### src/rtl/matrix_row_fetch.sv
// matrix_row_fetch: fetches NUM_ROWS 64-bit rows over Avalon-MM and hands them to a consumer one at a time
module matrix_row_fetch #(
  parameter int          NUM_ROWS  = 8,
  parameter logic [31:0] BASE_ADDR = 32'h0,
  parameter int          TIMEOUT   = 64
) (
  input  logic        clk,
  input  logic        reset_n,
  input  logic        start,
  output logic [31:0] address,
  output logic        read,
  input  logic        waitrequest,
  input  logic [63:0] readdata,
  input  logic        readdatavalid,
  output logic [63:0] row_data,
  output logic [4:0]  row_idx,
  output logic        row_valid,
  input  logic        row_ready,
  output logic        busy,
  output logic        done,
  output logic        error
);
  localparam int            TW    = $clog2(TIMEOUT + 1);
  localparam logic [4:0]    LAST  = 5'(NUM_ROWS - 1);
  localparam logic [TW-1:0] TLAST = TW'(TIMEOUT - 1);
  typedef enum logic [2:0] {IDLE, ISSUE, WAIT_DATA, PRESENT, FINISH} state_t;
  state_t        state;
  logic [4:0]    cnt;
  logic [TW-1:0] tcnt;
  always_ff @(posedge clk or negedge reset_n) begin
    if (!reset_n) begin
      state     <= IDLE;
      cnt       <= '0;
      tcnt      <= '0;
      address   <= '0;
      read      <= 1'b0;
      row_data  <= '0;
      row_idx   <= '0;
      row_valid <= 1'b0;
      busy      <= 1'b0;
      done      <= 1'b0;
      error     <= 1'b0;
    end else begin
      done <= 1'b0;
      case (state)
        IDLE: if (start) begin
          cnt     <= '0;
          error   <= 1'b0;
          busy    <= 1'b1;
          read    <= 1'b1;
          address <= BASE_ADDR;
          state   <= ISSUE;
        end
        ISSUE: if (!waitrequest) begin
          read  <= 1'b0;
          tcnt  <= '0;
          state <= WAIT_DATA;
        end
        WAIT_DATA: if (readdatavalid) begin
          row_data  <= readdata;
          row_idx   <= cnt;
          row_valid <= 1'b1;
          state     <= PRESENT;
        end else if (tcnt == TLAST) begin
          error <= 1'b1;
          busy  <= 1'b0;
          done  <= 1'b1;
          state <= FINISH;
        end else begin
          tcnt <= tcnt + 1'b1;
        end
        PRESENT: if (row_ready) begin
          row_valid <= 1'b0;
          if (cnt == LAST) begin
            busy  <= 1'b0;
            done  <= 1'b1;
            state <= FINISH;
          end else begin
            cnt     <= cnt + 1'b1;
            read    <= 1'b1;
            address <= BASE_ADDR + {27'd0, cnt + 5'd1};
            state   <= ISSUE;
          end
        end
        FINISH: state <= IDLE;
        default: state <= IDLE;
      endcase
    end
  end
endmodule

### config.mk
export PLATFORM = sky130hd
export DESIGN_NAME = matrix_row_fetch
export DESIGN_NICKNAME = d
export VERILOG_FILES = /design/src/rtl/matrix_row_fetch.sv
export SDC_FILE = /design/constraint.sdc
export NUM_CORES = 1
export LEC_CHECK = 0
export BUFFER_PORTS_ARGS = -buffer_cell sky130_fd_sc_hd__buf_2
export CAP_MARGIN = 10
export CORE_MARGIN = 4
export CORE_UTILIZATION = 44
export CTS_BUF_LIST = sky130_fd_sc_hd__clkbuf_4 sky130_fd_sc_hd__clkbuf_8
export DETAILED_ROUTE_END_ITERATION = 10
export GPL_ROUTABILITY_DRIVEN = 1
export HOLD_SLACK_MARGIN = 0.15
export PLACE_DENSITY_LB_ADDON = 0.1
export SKIP_LAST_GASP = 1
export SLEW_MARGIN = 15
export SYNTH_ARGS = -nofsm -noshare
export SYNTH_HDL_FRONTEND = slang
export SYNTH_SLANG_ARGS = --single-unit
### constraint.sdc
create_clock -name clk -period 1.65 [get_ports clk]
set_input_delay 0 -clock clk [delete_from_list [all_inputs] [get_ports clk]]
set_output_delay 0 -clock clk [all_outputs]
set_load 0.05 [all_outputs]
# Word level (Yosys, flattened, before mapping)
# Cells that the tools add are included.
[word_totals] input_bits=70 regBits=121 wordCells=84 output_inout_bits=106
[classes] reduce_logical=15 muxes=41 n_eq_ne=15 add_sub_neg=2
[op_table] operator="32-bit 2-to-1 mux" count=3
[op_table] operator="32-bit case mux with 2 select lines" count=1
[op_table] operator="7-bit 2-to-1 mux" count=3
[op_table] operator="3-bit 2-to-1 mux" count=6
[op_table] operator="2-bit inequality test (second input constant)" count=9
[op_table] operator="1-bit 2-to-1 mux" count=17
[op_table] operator="4-bit AND reduction" count=4
[op_table] operator="5-bit 2-to-1 mux" count=3
[op_table] operator="7-bit case mux with 2 select lines" count=1
[op_table] operator="3-bit case mux with 4 select lines" count=1
[op_table] operator="5-bit case mux with 2 select lines" count=1
[op_table] operator="2-bit nonzero test" count=4
[op_table] operator="7-bit by 1-bit adder with 7-bit output (second input constant)" count=1
[op_table] operator="7-bit by 6-bit equality test with 1-bit output (second input constant)" count=1
[op_table] operator="3-bit by 2-bit equality test with 1-bit output (second input constant)" count=2
[op_table] operator="1-bit case mux with 2 select lines" count=3
[op_table] operator="1-bit case mux with 3 select lines" count=2
[op_table] operator="6-bit AND reduction" count=1
[op_table] operator="3-bit nonzero test" count=2
[op_table] operator="5-bit by 1-bit adder with 5-bit output (second input constant)" count=1
[op_table] operator="5-bit by 3-bit equality test with 1-bit output (second input constant)" count=1
[op_table] operator="5-bit AND reduction" count=1
[op_table] operator="3-bit by 1-bit equality test with 1-bit output (second input constant)" count=1
[op_table] operator="3-bit zero test" count=1
[op_table] operator="other kinds (3)" count=3

# Logic depth before layout (Yosys ltp)
# Gate-level depths: netlist of run 1.
[depth] ltp_word=4 ltp_mapped=6 mapped_depth_nobuf=5

# Least setup slack after synthesis of run 1
# No wires, ideal clock.
[synth_timing] path_kind="reg2reg" start="reg, netlist name address[1]" end="reg busy" setup_ns=0.132 stages_incl_launch_ff=6 path_buffers=0 period_less_slack_ns=1.872 slack_ns=-0.222 t_required_ns=1.518 t_arrival_ns=1.740 cell_sequence="dfrtp_1 -> ha_1 -> nor4bb_1 -> a21boi_0 -> o21ai_0 -> nand4_1"
[synth_rtl] item="end signal, assigned" line="40" rtl="busy <= 1'b0;"
[synth_rtl] item="end signal, assigned" line="49" rtl="busy <= 1'b1;"
[synth_rtl] item="end signal, assigned" line="66" rtl="busy <= 1'b0;"
[synth_rtl] item="end, declared" line="19" rtl="output logic busy,"

# Worst setup path after layout of run 1
[layout_timing] start="reg state[0]" end="reg row_data[37]"
[layout_via] elab_chain_len=2
[layout_lines] item="start, declared" line="27" rtl="state_t state;"
[layout_lines] item="start signal, assigned" line="32" rtl="state <= IDLE;"
[layout_lines] item="start signal, assigned" line="52" rtl="state <= ISSUE;"
[layout_lines] item="start signal, assigned" line="57" rtl="state <= WAIT_DATA;"
[layout_lines] item="3-bit by 2-bit equality test with 1-bit output" line="45" rtl="case (state)"
[layout_lines] item="2-bit AND reduction (no source line)"
[layout_lines] item="end signal, assigned" line="60" rtl="row_data <= readdata;"
[layout_lines] item="end, declared" line="15" rtl="output logic [63:0] row_data,"
# Every way passes these cells.
# A chain may end at the register's enable or synchronous reset.

==> impl_metrics.tcl, run 1 <==
set metrics [dict create \
    status "complete, no violations" \
    drc_errors 0 \
    final_common_cell "buf_2" \
    layout.nets 612 \
    ant_nets 0 \
    grt_pass1_vias 2967 \
    die_y_um 102 \
    final_core_util 0.682 \
    ir_worst_vdd_mv 0.791 \
    synth_top_area_share 0.567 \
    critPathArrivalTime_ns 1.83 \
    clockBufferDepth 2 \
    drtIter0Drc 58 \
    fp-row-count 34 \
    hp-class "input pin to async pin" \
    fill_cells 658 \
    cp-start-kind "register" \
    synthCells 291 \
    multiInputGateArea_um2 1510 \
    end_kind "register" \
    hpwl_um 6660 \
    cts_tree "built" \
    synth_cell_types 43 \
    finClkSkew_ns 0.00780 \
    wire_per_inst_um 15.1 \
    grt_max_degree 39 \
    crit_fanout 16 \
    setup_viol 0 \
    timing.final.crit_period_ns 1.61 \
    cts_num_sinks 89 \
    viasPerCell 4.74 \
    dieArea_um2 10500 \
    yosysSeqAreaShare 0.567 \
    avgSynthCellArea_um2 13.5 \
    gp_congestion 0.774 \
    root_buffer "clkbuf_8" \
    grt.busiest_layer "met2" \
    synth_area_leaders "dfrtp_1 57%, mux2_1 20%, buf_4 5.5%" \
    clock.fmax_ghz 0.621 \
    syn2layout_area_growth_pct 51.5 \
    firstDrtPassIters 4 \
    antenna_found_initial 0 \
    power_density_nw_per_um2 2030 \
    final_cell_mix "147 x buf_2, 86 x dfrtp_1, 69 x mux2_1, 69 x dlygate4sd3_1, 30 x buf_4" \
    met1_usage 0.226 \
    numPortBuffers 148 \
    tns_ns 0 \
    start_util 0.450 \
    grt_usage 0.182 \
    synth-main-ff-cell "dfrtp_1" \
    synthArstFlopShare 1.00 \
    drive_above_1_share 0.392 \
    ys_seq_elements 89 \
    routed_wl_um 9840 \
    core_area_um2 8720 \
    diodes 0 \
    ff_latch_area_um2 2230 \
    grt_overflow 0 \
    hold_violations 0 \
    path_class "register to register" \
    required_ns 1.87 \
    cap_viol_max_count 0 \
    grt_util_met3 0.0478 \
    fin_crit_sh 0.976 \
    grt_pass1_wl_um 14700 \
    synth_enable_flop_cells 0 \
    io_pins 176 \
    cts_made_buffers 9 \
    slew_violations 0 \
    die_w_um 102 \
    yosysWarnings 0 \
    met2_usage 0.311 \
    rsz0062_at_grt "true" \
    synth_area_leader_cell "dfrtp_1" \
    htreeDepth 3 \
    ff2ff_path_depth 4 \
    clk_latency_ns 0.35 \
    p_leak_nw 2.92 \
    syn_area_um2 3930 \
    clk_pin_slew_worst_paths_ns 0.09 \
    vias 3091 \
]
## cells in the mapped netlist, types with 2 or more instances
cell	count
a32o_1	2
o22ai_1	3
nand2b_1	7
nor2b_1	2
nor2_1	7
buf_4	29
buf_6	7
inv_1	2
mux2_1	69
a21oi_1	9
a21o_1	2
nor3_1	3
ha_1	2
nand2_1	7
nand3_1	8
dfrtp_1	89
or3_1	3
a22o_1	3
a21boi_0	2
o211ai_1	2
a221oi_1	2
clkbuf_1	4
o21ai_0	7
## routing by layer
metal | share of wire | up-vias
li1 | - | 1477
met1 | 0.40 | 1491
met2 | 0.50 | 112
met3 | 0.083 | 11
met4 | 0.012 | 0
met5 | 0 | -
## cells by family (layout without fill, tap and decap cells)
logic type	count (synthesis)	after routing	synth area share
and+or+nand+nor	46	46	0.0682
adders and majority gates	2	2	0.00637
AOI/OAI and AO/OA	39	39	0.0714
muxes	71	71	0.203
buffers and inverters	43	270	0.0825
DFF	89	89	0.567
other	1	27	0.000955
## metrics by stage
step	hold WS [ns]	worst slack (ns)	std cells	cell area (µm²)	total power, mW
6_report	0.185	0.0403	652	5950	12.1
5_1_grt	0.175	-0.0351	652	5950	12.7
4_1_cts	0.187	0.0272	648	5860	12.1
3_5_place_dp	-0.0613	0.0217	563	4890	10.0
2_1_floorplan	-0.296	0.00361	317	4050	8.38
3_3_place_gp	-0.0613	0.0733	563	4890	9.90
## flip-flops by register name, summed over array words and instances (netlist names), 3 cells and up
| name | flops |
|---|---|
| row_data | 64 |
| tcnt | 7 |
| address | 5 |
| row_idx | 5 |
| state | 3 |
## critical path: stages, from the launching register on
cell and delay (ns):
dfrtp_2 0.46, nor3b_4 0.21, and2_4 0.27, buf_12 0.18, mux2_1 0.35
## worst paths after layout
check | from | endpoint | slack (ns)
worst max-delay path | state[0] | row_data[37] | 0.04
worst min-delay path | reset_n | row_data[24] | 0.18
worst max register to register | state[0] | row_data[37] | 0.04
worst min register to register | row_valid | row_valid | 0.48
max in group asynchronous | reset_n | state[0] | 1.23
min in group clk | readdata[53] | row_data[53] | 0.39
## cell type report
cell class | count | share of cell area
sequential | 89 | 0.375
timing repair buffer | 253 | 0.303
multi-input combinational | 185 | 0.254
tap | 108 | 0.0227
clock buffer | 10 | 0.0221
clock inverter | 5 | 0.0217
inverter | 2 | 0.00126
## repair_timing
| action | 4_1_cts | 5_1_grt |
|---|---|---|
| cloned | 0 | 2 |
| hold endpoints to repair | 158 | 0 |
| resized for setup | 1 | 5 |
| buffers inserted | 0 | 2 |
| setup endpoints to repair | 1 | 33 |
| hold buffers | 70 | 0 |
## power breakdown
part / internal (mW) / switching, mW / leakage (nW)
clock network: 1.17 / 0.752 / 0.130
registers: 3.13 / 0.445 / 1.09
logic: 1.91 / 4.67 / 1.70
Note: power is estimated with default switching activity, not from simulation.
==> inputs of run 2 (changes only) <==
--- a/config.mk
+++ b/config.mk
@@ -12,6 +12,7 @@
 export CTS_BUF_LIST = sky130_fd_sc_hd__clkbuf_4 sky130_fd_sc_hd__clkbuf_8
 export DETAILED_ROUTE_END_ITERATION = 10
 export GPL_ROUTABILITY_DRIVEN = 1
+export GPL_TIMING_DRIVEN = 0
 export HOLD_SLACK_MARGIN = 0.15
 export PLACE_DENSITY_LB_ADDON = 0.1
 export SKIP_LAST_GASP = 1
==> constraint.sdc (replaced) <==
create_clock -name clk -period 1.41 [get_ports clk]
set_input_delay 0 -clock clk [delete_from_list [all_inputs] [get_ports clk]]
set_output_delay 0 -clock clk [all_outputs]
set_load 0.05 [all_outputs]
==> run 2 against run 1 <==
Against the previous run: the flow now finishes with violations (setup timing); via count rose by 6.3%; flip-flop and latch count unchanged; sequential power is 19% higher; clock skew rose by 0.0052 ns; worst setup slack worse by 0.27 ns; critical path type unchanged; critical endpoint is now row_data[61].
==> impl_metrics.tcl, run 2 (synthesis results as in run 1) <==
set metrics [dict create \
    status "finished, violations left" \
    failed_checks "setup timing" \
    layout.nets 641 \
    largest_register_ffs 64 \
    drtIter0Drc 102 \
    grt_usage 0.194 \
    clk_latency_ns 0.35 \
    ant_nets 0 \
    max_flop_register "row_data" \
    timing.hold.ws_ns 0.115 \
    slew_violations 0 \
    clockBufferDepth 2 \
    drc_errors 0 \
    cts_made_buffers 9 \
    clk_pin_slew_worst_paths_ns 0.09 \
    fp-row-count 34 \
    worst_slack_ns -0.226 \
    place_inst 573 \
    fin_crit_sh 1.16 \
    clock.fmax_ghz 0.611 \
    numPortBuffers 147 \
    start_util 0.450 \
    grt_pass1_wl_um 15900 \
    stdcell_count 682 \
    cap_viol_max_count 0 \
    core_area_um2 8720 \
    largestRegisters "row_data (64), tcnt (7)" \
    die_y_um 102 \
    final_cell_mix "146 x buf_2, 85 x dfrtp_1, 69 x dlygate4sd3_1, 46 x mux2_1, 44 x buf_4" \
    firstDrtPassIters 4 \
    grt_pass1_vias 3360 \
    power_density_nw_per_um2 2300 \
    hold_violations 0 \
    cts_hold_buffers 69 \
    setup_viol 84 \
    rsz0062_at_grt "true" \
    syn2layout_area_growth_pct 63.3 \
    critPathArrivalTime_ns 1.87 \
    viasPerCell 4.82 \
    required_ns 1.65 \
    diodes 0 \
    cts_tree "built" \
    timing.final.crit_period_ns 1.64 \
    hp-class "input pin to async pin" \
    dieArea_um2 10500 \
    final_common_cell "buf_2" \
    cp-start-kind "register" \
    root_buffer "clkbuf_8" \
    end_kind "register" \
    routed_wl_um 10900 \
    gp_congestion 0.822 \
    crit_fanout 10 \
    cts_num_sinks 89 \
    path_class "register to register" \
    io_pins 176 \
    grt_overflow 0 \
    power.total_mw 14.8 \
    hpwl_um 6700 \
    grt_max_degree 61 \
    htreeDepth 3 \
    wire_per_inst_um 15.9 \
    drive_above_1_share 0.495 \
    ir_worst_vdd_mv 1.28 \
    p_leak_nw 3.16 \
    antenna_found_initial 0 \
    finClkSkew_ns 0.0130 \
    vias 3285 \
    die_w_um 102 \
]
run 2: critical path: stages (launching register included):
cell	delay (ns)
dfrtp_1	0.38
buf_6	0.14
nor3b_4	0.19
and2_4	0.20
clkbuf_16	0.16
buf_12	0.13
mux2_1	0.32
run 2: metrics by stage:
stage               worst slack (ns)   util  area (µm²)  TNS (ns)
floorplan                     -0.189      -        4060    -14.09
global placement              -0.618  0.565        4930    -65.39
detailed placement            -0.373  0.569        4960    -26.57
CTS                           -0.226  0.709        6190    -14.64
global route                  -0.264  0.735        6410    -18.75
finish                        -0.226  0.735        6410    -15.21
run 2: layout make-up:
class | count | area, µm²
clock inverter | 5 | 87.6
fill | 598 | 2310
tap | 108 | 135
buffer | 40 | 393
inverter | 2 | 7.51
multi-input combinational | 185 | 1690
timing repair buffer | 242 | 1720
sequential | 89 | 2230
clock buffer | 11 | 145
run 2: final timing paths:
kind                       depth (start not counted)     startpoint            to  slack [ns]
min in group clk                                   3  readdatavalid      state[1]        0.20
setup reg to reg                                   6       state[0]  row_data[61]       -0.23
max in group asynchronous                          3        reset_n  row_data[55]        0.22
setup / recovery                                   6       state[0]  row_data[61]       -0.23
hold / removal                                     2        reset_n  row_data[36]        0.11
hold reg to reg                                    1      row_valid     row_valid        0.48
run 2: routing by layer:
layer / GRT usage / wire length [µm]
met1: 0.227 / 4240
met2: 0.350 / 5530
met3: 0.0444 / 818
met4: 0.0666 / 261
met5: 0 / 0
run 2: what timing repair did:
action / in CTS / in global routing
gates resized for setup: 34 / 47
endpoints found under the setup margin: 88 / 88
pin swaps: 12 / 11
gates cloned: 1 / 2
hold endpoints to repair: 159 / 21
setup buffers: 20 / 2
run 2: power breakdown:
part           switching [mW]  leakage (nW)  internal (mW)  total, mW
sequential              0.590          1.09           3.67       4.26
combinational            5.69          1.96           2.82       8.51
clock                   0.912         0.115           1.08       2.00
total                    7.19          3.16           7.58       14.8
==> inputs of run 3 (changes only) <==
--- a/config.mk
+++ b/config.mk
@@ -7,14 +7,13 @@
 export LEC_CHECK = 0
 export BUFFER_PORTS_ARGS = -buffer_cell sky130_fd_sc_hd__buf_2
 export CAP_MARGIN = 10
-export CORE_MARGIN = 4
 export CORE_UTILIZATION = 44
 export CTS_BUF_LIST = sky130_fd_sc_hd__clkbuf_4 sky130_fd_sc_hd__clkbuf_8
 export DETAILED_ROUTE_END_ITERATION = 10
 export GPL_ROUTABILITY_DRIVEN = 1
 export GPL_TIMING_DRIVEN = 0
 export HOLD_SLACK_MARGIN = 0.15
-export PLACE_DENSITY_LB_ADDON = 0.1
+export PLACE_DENSITY = 0.77
 export SKIP_LAST_GASP = 1
 export SLEW_MARGIN = 15
 export SYNTH_ARGS = -nofsm -noshare
==> run 3 against run 2 <==
Against the previous run: the run still ends with setup timing left; count of clock-buffer cells in the layout down 2; sequential power up 1%; fmax down 1.2%; sequential share of layout area up 0.14 points; wire length up 2.1%; first-iteration DRC count down 27%; flip-flop and latch count unchanged; total power down 2.2%; cell count up 0.73%; non-clock buffer count up 5; critical path depth down 2; critical endpoint is now tcnt[4]; largest cell class unchanged.
==> impl_metrics.tcl, run 3 (synthesis results as in run 1) <==
set metrics [dict create \
    status "finished, violations left" \
    failed_checks "setup timing" \
    setup_viol 84 \
    cts_tree "built" \
    ir_worst_vdd_mv 1.13 \
    required_ns 1.65 \
    cts_num_sinks 89 \
    grt_usage 0.214 \
    max_flop_register "row_data" \
    cap_viol_max_count 0 \
    syn2layout_area_growth_pct 62.7 \
    timing.final.crit_period_ns 1.66 \
    core_area_um2 8680 \
    ff_latch_area_um2 2230 \
    drc_errors 0 \
    diodes 0 \
    fin_crit_sh 1.17 \
    hold_violations 0 \
    viasPerCell 4.89 \
    p_sw_frac 0.505 \
    vias 3357 \
    grt_pass1_vias 3157 \
    firstDrtPassIters 4 \
    wire_per_inst_um 16.1 \
    rsz0062_at_grt "true" \
    slew_violations 0 \
    htreeDepth 3 \
    timing.hold.ws_ns 0.187 \
    clk_pin_slew_worst_paths_ns 0.09 \
    fp-row-count 34 \
    clkPwrFrac 0.111 \
    clk_latency_ns 0.36 \
    crit_fanout 5 \
    drive_above_1_share 0.497 \
    routed_wl_um 11100 \
    critPathArrivalTime_ns 1.90 \
    io_pins 176 \
    die_y_um 96.5 \
    die_w_um 96.5 \
    end_kind "register" \
    multiInputGateArea_um2 1700 \
    grt_overflow 0 \
    worst_slack_ns -0.246 \
    internal_power_mw 7.15 \
    numPortBuffers 147 \
    largest_register_ffs 64 \
    cp-start-kind "register" \
    ant_nets 0 \
    cts_made_buffers 9 \
    grt_max_degree 49 \
    p_leak_nw 3.15 \
    netSwitchingPower_mw 7.29 \
    hp-class "input pin to register" \
    antenna_found_initial 0 \
    grt_pass1_wl_um 15100 \
    final_common_cell "buf_2" \
    power.total_mw 14.4 \
    drtIter0Drc 74 \
    place_inst 573 \
    p_comb_frac 0.591 \
    largestRegisters "row_data (64), tcnt (7)" \
    final_cell_mix "147 x buf_2, 85 x dfrtp_1, 68 x dlygate4sd3_1, 53 x buf_4, 49 x mux2_1" \
    finClkSkew_ns 0.0156 \
    path_class "register to register" \
    slew_headroom 0.571 \
    clock.fmax_ghz 0.604 \
    fill_cells 546 \
    power_density_nw_per_um2 2260 \
    start_util 0.452 \
    tightest_slew_ns 0.643 \
    gp_congestion 0.841 \
    root_buffer "clkbuf_8" \
    clockBufferDepth 2 \
    dp_slack_ns -0.388 \
    layout.nets 646 \
    hpwl_um 6310 \
    seqPwrFrac 0.298 \
    stdcell_count 687 \
    dieArea_um2 9310 \
]
[run 3: worst paths after layout]
check / slack, ns / cells after the start / from / to
max reg2reg: -0.25 / 4 / state[1] / tcnt[4]
max: -0.25 / 4 / state[1] / tcnt[4]
max in group asynchronous: 0.53 / 3 / reset_n / address[3]
min: 0.19 / 3 / readdatavalid / state[0]
min in group asynchronous: 0.21 / 2 / reset_n / row_data[43]
min reg2reg: 0.48 / 1 / row_valid / row_valid
[run 3: cell type report]
type                       instances  share of cell area
buffer                            40              0.0613
clock buffer                       9              0.0194
sequential                        89               0.350
clock inverter                     7             0.00842
multi-input combinational        185               0.266
timing repair buffer             247               0.273
tap                              108              0.0212
inverter                           2             0.00118
[run 3: repair_timing]
action,4_1_cts,5_1_grt
pin swaps,3,12
endpoints found under the setup margin,88,89
gates cloned,1,2
endpoints found under the hold margin,157,0
buffers inserted,15,13
gates resized for setup,38,42
hold buffers,68,0
[run 3: worst max-delay path, cell delays in order, from the launching register on]
cell,delay [ns]
dfrtp_2,0.46
or3b_4,0.42
a21oi_4,0.24
a21bo_1,0.23
a22o_1,0.20
[run 3: metal layers]
layer / up-vias / wire length [µm] / share of wire / GRT usage
li1: 1555 / - / - / -
met1: 1670 / 4270 / 0.39 / 0.240
met2: 121 / 6090 / 0.55 / 0.397
met3: 11 / 592 / 0.053 / 0.0438
met4: 0 / 121 / 0.011 / 0.0772
met5: - / 0 / 0 / 0
[run 3: through the flow]
stage	TNS [ns]	instance area [µm²]	util
floorplan	-14.09	4060	-
global placement	-60.38	4930	0.568
detailed placement	-27.85	4950	0.571
CTS	-13.65	6080	0.700
global route	-19.59	6390	0.736
finish	-14.65	6390	0.736
[run 3: power groups by stage]
| stage | logic [mW] | clock network, mW | registers [mW] |
|---|---|---|---|
| 3_3_place_gp | 7.13 | 0 | 4.23 |
| 5_1_grt | 8.94 | 1.74 | 4.45 |
| 2_1_floorplan | 1.85 | 0 | 7.98 |
| 4_1_cts | 7.95 | 1.65 | 4.26 |
| 6_report | 8.53 | 1.61 | 4.31 |
| 3_5_place_dp | 7.24 | 0 | 4.31 |
